**config.mk**
```make
export PLATFORM = sky130hd
export DESIGN_NAME = pipe_reg_chain
export DESIGN_NICKNAME = d
export VERILOG_FILES = /design/src/rtl/pipe_reg_chain.sv
export SDC_FILE = /design/constraint.sdc
export NUM_CORES = 1
export LEC_CHECK = 0
export CORE_UTILIZATION = 53
export DETAILED_ROUTE_END_ITERATION = 10
export GPL_ROUTABILITY_DRIVEN = 1
export MAX_ROUTING_LAYER = met4
export PLACE_DENSITY = 0.86
export SETUP_SLACK_MARGIN = 0.5
export SYNTH_ARGS = -nofsm -noshare
export SYNTH_HDL_FRONTEND = slang
export SYNTH_SLANG_ARGS = --single-unit
export TNS_END_PERCENT = 50
```
**constraint.sdc**
```tcl
create_clock -name Clk -period 3.84 [get_ports Clk]
set_clock_uncertainty 0.15 [all_clocks]
set_input_delay 0.768 -clock Clk [delete_from_list [all_inputs] [get_ports Clk]]
set_output_delay 0.768 -clock Clk [all_outputs]
set_load 0.02 [all_outputs]
```
**src/rtl/pipe_reg_chain.sv**
```systemverilog
// Elastic chain of DEPTH valid/ready pipeline registers.
// Bubbles collapse forward, and a per-stage flush mask empties selected stages to FLUSH_VALUE.
module pipe_reg_chain #(
   parameter int               WIDTH       = 200,
   parameter int               DEPTH       = 2,
   parameter logic [WIDTH-1:0] FLUSH_VALUE = {WIDTH{1'b0}}
) (
   input  logic                         Clk,
   input  logic                         Rst_n,
   input  logic                         in_valid,
   output logic                         in_ready,
   input  logic [WIDTH-1:0]             in_data,
   output logic                         out_valid,
   input  logic                         out_ready,
   output logic [WIDTH-1:0]             out_data,
   input  logic [DEPTH-1:0]             flush_mask,
   output logic [$clog2(DEPTH+1)-1:0]   occupancy
);

   localparam int OCC_W = $clog2(DEPTH+1);

   logic [DEPTH-1:0]             r_valid;
   logic [DEPTH-1:0][WIDTH-1:0]  r_data;
   logic [OCC_W-1:0]             r_occupancy;

   logic [DEPTH:0]               w_ready;
   logic [DEPTH-1:0]             w_upValid;
   logic [DEPTH-1:0][WIDTH-1:0]  w_upData;
   logic [DEPTH-1:0]             w_incoming;
   logic [DEPTH-1:0]             w_nextValid;
   logic [DEPTH-1:0][WIDTH-1:0]  w_nextData;
   logic [OCC_W-1:0]             w_nextOcc;

   // Ready ripples from the output back to stage 0, so a stage whose item is about
   // to leave can take a new one on the same edge. Flush never affects readiness.
   always_comb begin
      w_ready        = '0;
      w_upValid      = '0;
      w_upData       = '0;
      w_incoming     = '0;
      w_nextValid    = r_valid;
      w_nextData     = r_data;
      w_nextOcc      = '0;

      w_ready[DEPTH] = out_ready;
      for (int i = DEPTH - 1; i >= 0; i--) begin
         w_ready[i] = !r_valid[i] || w_ready[i+1];
      end

      w_upValid[0] = in_valid;
      w_upData[0]  = in_data;
      for (int i = 1; i < DEPTH; i++) begin
         w_upValid[i] = r_valid[i-1];
         w_upData[i]  = r_data[i-1];
      end

      for (int i = 0; i < DEPTH; i++) begin
         w_incoming[i] = w_upValid[i] && w_ready[i];
         if (flush_mask[i]) begin
            w_nextValid[i] = 1'b0;
            w_nextData[i]  = FLUSH_VALUE;
         end else if (w_incoming[i]) begin
            w_nextValid[i] = 1'b1;
            w_nextData[i]  = w_upData[i];
         end else if (r_valid[i] && w_ready[i+1]) begin
            w_nextValid[i] = 1'b0;
            w_nextData[i]  = FLUSH_VALUE;
         end
      end

      for (int i = 0; i < DEPTH; i++) begin
         w_nextOcc = w_nextOcc + OCC_W'(w_nextValid[i]);
      end
   end

   always_ff @(posedge Clk or negedge Rst_n) begin
      if (!Rst_n) begin
         r_valid     <= '0;
         r_data      <= {DEPTH{FLUSH_VALUE}};
         r_occupancy <= '0;
      end else begin
         r_valid     <= w_nextValid;
         r_data      <= w_nextData;
         r_occupancy <= w_nextOcc;
      end
   end

   assign in_ready  = w_ready[0];
   assign out_valid = r_valid[DEPTH-1];
   assign out_data  = r_data[DEPTH-1];
   assign occupancy = r_occupancy;

endmodule

```
==> flow_metrics.tcl, run 1 <==
set metrics [dict create \
    overflow 0 \
    endpoint "in_ready" \
    p_leak_nw 9.28 \
    routed_wl_mm 38.8 \
    end_kind "output port" \
    antenna_found_initial 3 \
    crit_path_start "out_ready" \
    netlist.area_leader.share_pct 62.6 \
    cts_resized 0 \
    seq_area_frac_synth_pct 62.6 \
    gp_congestion 0.878 \
    io_buffers 409 \
    grt_max_degree 103 \
    r2r-end "out_data[190]$_DFFE_PN0P_" \
    grt_pass1_wl_mm 60.3 \
    netlist_instances 1105 \
    vias_per_cell 5.84 \
    powerDensity_nw_per_um2 469 \
    max_freq_mhz 334 \
    hold_path_class "in2async" \
    fp.dieW_um 177 \
    path_clk_slew_ns 0.06 \
    cts_setup_buffers 0 \
    worstSetupStartpointType "input port" \
    cts_buffer_depth 3 \
    cts_root_buf "clkbuf_16" \
    drc 0 \
    cts_buffers 42 \
    fin_tns_setup_ns 0 \
    fp.dieH_um 177 \
    tightest_slew_ns 0.778 \
    grt_pass1_vias 10524 \
    dpl.hpwl_mm 24.2 \
    crit_fanout 4 \
    layout-drive-gt1-share_pct 6.90 \
    final_antenna_net_count 0 \
    drv_slew 0 \
    cts_hold_buf 0 \
    nets 1496 \
    final_hold_viol_count 0 \
    finalSetupViolCount 0 \
    synth_area_um2 16100 \
    ir_worst_vdd_mv 0.324 \
    grt_usage_pct 25.6 \
    clk_latency_ns 0.52 \
    drt_iter0_drc 684 \
    cts_sinks 404 \
    period_share_pct 77.9 \
    critical_path_class "in2out" \
    fin_crit_ns 2.99 \
    ys_top_cells_by_area "dfrtp_1 (63%), a22o_1 (22%), buf_4 (9.4%)" \
    dp_worst_setup_slack_ns 0.840 \
    cts_tree "yes" \
    vias 10000 \
    grt_setup_unrepaired "false" \
    synth.distinct_cells 16 \
    slew_headroom_pct 48.1 \
    ff2ff_path_depth 4 \
    die_area_um2 31200 \
    ios 410 \
    status "complete, no violations" \
    synth.ff_latch_count 404 \
    wl_per_cell_um 22.7 \
    h-tree-depth 2 \
    r2r_start "r_valid[1]$_DFF_PN0_" \
    ff2ff_setup_slack_ns 1.74 \
    crit_required_ns 2.92 \
    drtPass1Iterations 5 \
    worstPathArrival_ns 2.07 \
    area_delta_synth_final_pct 24.0 \
    yosys_warnings 0 \
    num_rows 63 \
    post-route-worst-setup-slack_ns 0.850 \
    coreArea_um2 29800 \
    syn-mean-instance-area_um2 14.6 \
    yosysTopAreaCell "dfrtp_1" \
    max_cap_viol_count 0 \
    start_util_pct 54.2 \
    synth.net_count 1312 \
]
## cell type report
| type | instances | area, um2 |
|---|---|---|
| flip-flops and latches | 404 | 10100 |
| fillers | 1997 | 9780 |
| repair buffers | 428 | 4400 |
| multi-input cells | 412 | 3630 |
| clock buffers | 60 | 1210 |
| well taps | 390 | 488 |
| clock inverters | 14 | 166 |
| diodes | 3 | 7.51 |
| inverters | 1 | 3.75 |
## flip-flops by register name, summed over array words and instances, names as in the netlist
register	count
occupancy	2
out_data	200
r_data	200
r_valid	2
## power breakdown
| group | leakage, nW | internal [mW] | switching [mW] |
|---|---|---|---|
| clock | 0.678 | 2.39 | 1.65 |
| sequential | 5.50 | 4.42 | 0.101 |
| combinational | 3.10 | 0.413 | 0.414 |
| total | 9.28 | 7.23 | 2.16 |
## routing by layer
layer | global-route usage, % | vias to the layer above | part of all wire, %
li1 | - | 4267 | -
met1 | 32.4 | 5168 | 39
met2 | 39.3 | 447 | 48
met3 | 5.56 | 118 | 7.1
met4 | 12.6 | 0 | 5.1
met5 | - | - | 0
## through the flow
step                power, mW  instances  hold slack, ns  instance area (um2)  util, %
finish                   9.39       1712           0.129                20000     67.2
global route             9.71       1712           0.184                20000     67.2
CTS                      9.46       1709           0.170                20000     67.2
detailed placement       5.42       1635           0.328                18600     62.5
global placement         5.39       1635           0.320                18600     62.5
floorplan                5.04       1105           0.316                16100        -
## logic make-up (layout without fill, tap and decap cells)
kind of cell	after synthesis	in the layout	share of synthesized area, %
AND/OR/NAND/NOR	8	8	0.395
AO/OA/AOI/OAI	403	403	21.9
buffers and inverters	289	503	15.0
adder cells (fa/ha/maj)	1	1	0.0775
other	0	3	0
flip-flops	404	404	62.6
## cell usage in the layout, fill, tap and decap left out
cell	n
nor3b_4	2
clkinvlp_4	1
clkinv_8	1
a22o_1	400
or2_4	1
nand3b_2	1
clkbuf_16	42
clkbuf_1	9
bufinv_16	3
nor2_1	3
buf_8	1
clkinv_2	7
clkbuf_8	9
buf_12	13
clkdlybuf4s50_1	408
inv_1	1
a21oi_1	1
o21ba_4	1
a21oi_4	1
ha_1	1
buf_4	6
clkinv_4	2
and2b_1	1
diode_2	3
dfrtp_1	404
## critical path, cell delays in order
cell	delay (ns)
clkdlybuf4s50_1	0.48
nand3b_2	0.18
clkdlybuf4s50_1	0.64
## worst min path at each step
stage                       startpoint                        end  slack, ns  cells after the start
4_1_cts                          Rst_n  out_data[183]$_DFFE_PN0P_       0.17                      1
5_1_grt                          Rst_n     r_data[21]$_DFFE_PN0P_       0.18                      1
6_report                         Rst_n      r_data[0]$_DFFE_PN0P_       0.13                      1
2_1_floorplan                    Rst_n     occupancy[0]$_DFF_PN0_       0.32                      0
3_3_place_gp   r_data[152]$_DFFE_PN0P_  out_data[152]$_DFFE_PN0P_       0.32                      1
3_5_place_dp   r_data[130]$_DFFE_PN0P_  out_data[130]$_DFFE_PN0P_       0.33                      1
## cell usage after synthesis
cell      instances
a21oi_1           1
a21oi_4           1
a22o_1          400
and2b_1           1
buf_12           22
buf_2            42
buf_4           202
buf_6            22
dfrtp_1         404
ha_1              1
inv_1             1
nand3b_2          1
nor2_1            3
nor3b_2           2
o21ba_2           1
or2_4             1
Note: power is estimated with default switching activity, not from simulation.
==> inputs of run 2 (changes only) <==
CORE_UTILIZATION = 49   (was 53)
PLACE_DENSITY = 0.81   (was 0.86)
clock period = 2.79 ns   (was 3.84 ns; I/O delays follow)
==> flow_metrics.tcl, run 2 (same netlist as run 1, synthesis figures left out) <==
set metrics [dict create \
    cts_tree "yes" \
    wl_per_cell_um 21.5 \
    p_leak_nw 9.62 \
    critical_path_class "reg2out" \
    cp_cell_sequence "clkdlybuf4s50_1" \
    placed_area_um2 19000 \
    tightest_slew_ns 0.691 \
    max_cap_viol_count 0 \
    layout-drive-gt1-share_pct 9.06 \
    final_antenna_net_count 0 \
    cts_buffers 43 \
    gp_congestion 0.831 \
    max_stage_delay_ns 0.67 \
    vias 9988 \
    grt_max_degree 102 \
    dp_worst_setup_slack_ns 0.161 \
    start_util_pct 49.7 \
    area_delta_synth_final_pct 27.1 \
    grt_pass1_vias 10268 \
    slew_headroom_pct 53.9 \
    final_hold_viol_count 0 \
    drtPass1Iterations 4 \
    ff2ff_setup_slack_ns 0.87 \
    worstPathArrival_ns 1.56 \
    routed_wl_mm 38.6 \
    fp.dieW_um 183 \
    drt_iter0_drc 544 \
    num_rows 66 \
    grt_pass1_wl_mm 59.3 \
    h-tree-depth 2 \
    fp.dieH_um 183 \
    cts_root_buf "clkbuf_16" \
    drc 0 \
    cts_sinks 404 \
    slowest_stage "clkdlybuf4s50_1" \
    path_clk_slew_ns 0.06 \
    clk_latency_ns 0.52 \
    status "complete, no violations" \
    nets 1525 \
    powerDensity_nw_per_um2 645 \
    grt_usage_pct 23.3 \
    period_share_pct 81.1 \
    final_area_um2 20500 \
    die_area_um2 33700 \
    cp.buffers_inverters 1 \
    dpl.hpwl_mm 25.5 \
    max_freq_mhz 442 \
    end_kind "output port" \
    antenna_found_initial 4 \
    final_cell_mix "dfrtp_1 (404), a22o_1 (400), clkdlybuf4s50_1 (400)" \
    hold_path_class "reg2reg" \
    fin_crit_ns 2.26 \
    post-route-worst-setup-slack_ns 0.526 \
    drv_slew 0 \
    finalSetupViolCount 0 \
    cts_setup_buffers 0 \
    crit_fanout 2 \
    ir_worst_vdd_mv 0.429 \
    crit_family "buffers and inverters" \
    io_buffers 409 \
    crit_required_ns 2.08 \
    coreArea_um2 32500 \
    grt_setup_unrepaired "true" \
    overflow 0 \
    fin_tns_setup_ns 0 \
    ios 410 \
    cts_buffer_depth 3 \
    worstSetupStartpointType "register" \
    mostFrequentLayoutCell "dfrtp_1" \
    vias_per_cell 5.57 \
]
run 2: changes by cell type in the layout (fill, tap and decap cells not counted), sizes merged:
cell	before	now
buf	20	47
bufinv	3	5
clkbuf	60	56
clkdlybuf4s15	0	1
clkdlybuf4s50	408	400
clkinvlp	1	2
diode	3	4
dlygate4sd2	0	1
dlygate4sd3	0	1
dlymetal6s2s	0	6
inv	1	2
run 2: what timing repair did:
item	4_1_cts	5_1_grt
gates resized for setup	5	6
hold buffers	1	0
setup endpoints to repair	4	12
hold endpoints to repair	63	0
run 2: routing by layer:
layer  global-route usage, %  part of all wire (%)  wire length, um
met5                       -                     0                0
met3                    5.71                   7.4             2850
met4                    8.10                   3.1             1190
met2                    36.1                    49            18800
met1                    30.0                    41            15700
run 2: area by class of cell:
class	instances	area, um2
Sequential cell	404	10100
Clock inverter	18	231
Clock buffer	56	1220
Antenna cell	4	10.0
Tap cell	442	553
Timing Repair Buffer	456	4760
Multi-Input combinational cell	412	3640
Fill cell	2309	11900
Inverter	1	3.75
run 2: through the flow:
step | power, mW | hold WS (ns) | instances | util [%]
floorplan | 6.94 | 0.112 | 1105 | -
global placement | 7.49 | 0.320 | 1714 | 58.6
detailed placement | 7.53 | 0.327 | 1714 | 58.6
CTS | 13.4 | 0.334 | 1789 | 63.2
global route | 13.7 | 0.356 | 1793 | 63.2
finish | 13.2 | 0.340 | 1793 | 63.2
run 2: report_power, final:
part,total (mW),switching [mW],internal (mW)
combinational,1.21,0.586,0.620
sequential,6.22,0.139,6.08
clock,5.80,2.27,3.53
total,13.2,2.99,10.2
run 2: path summary, 6_finish.rpt:
kind,startpoint,to,depth (start not counted)
min reg2reg,r_data[170]$_DFFE_PN0P_,out_data[170]$_DFFE_PN0P_,1
min,r_data[170]$_DFFE_PN0P_,out_data[170]$_DFFE_PN0P_,1
max reg2reg,r_valid[0]$_DFF_PN0_,r_data[65]$_DFFE_PN0P_,4
max in group asynchronous,Rst_n,r_data[180]$_DFFE_PN0P_,3
min in group asynchronous,Rst_n,r_data[129]$_DFFE_PN0P_,2
max,out_data[122]$_DFFE_PN0P_,out_data[122],1
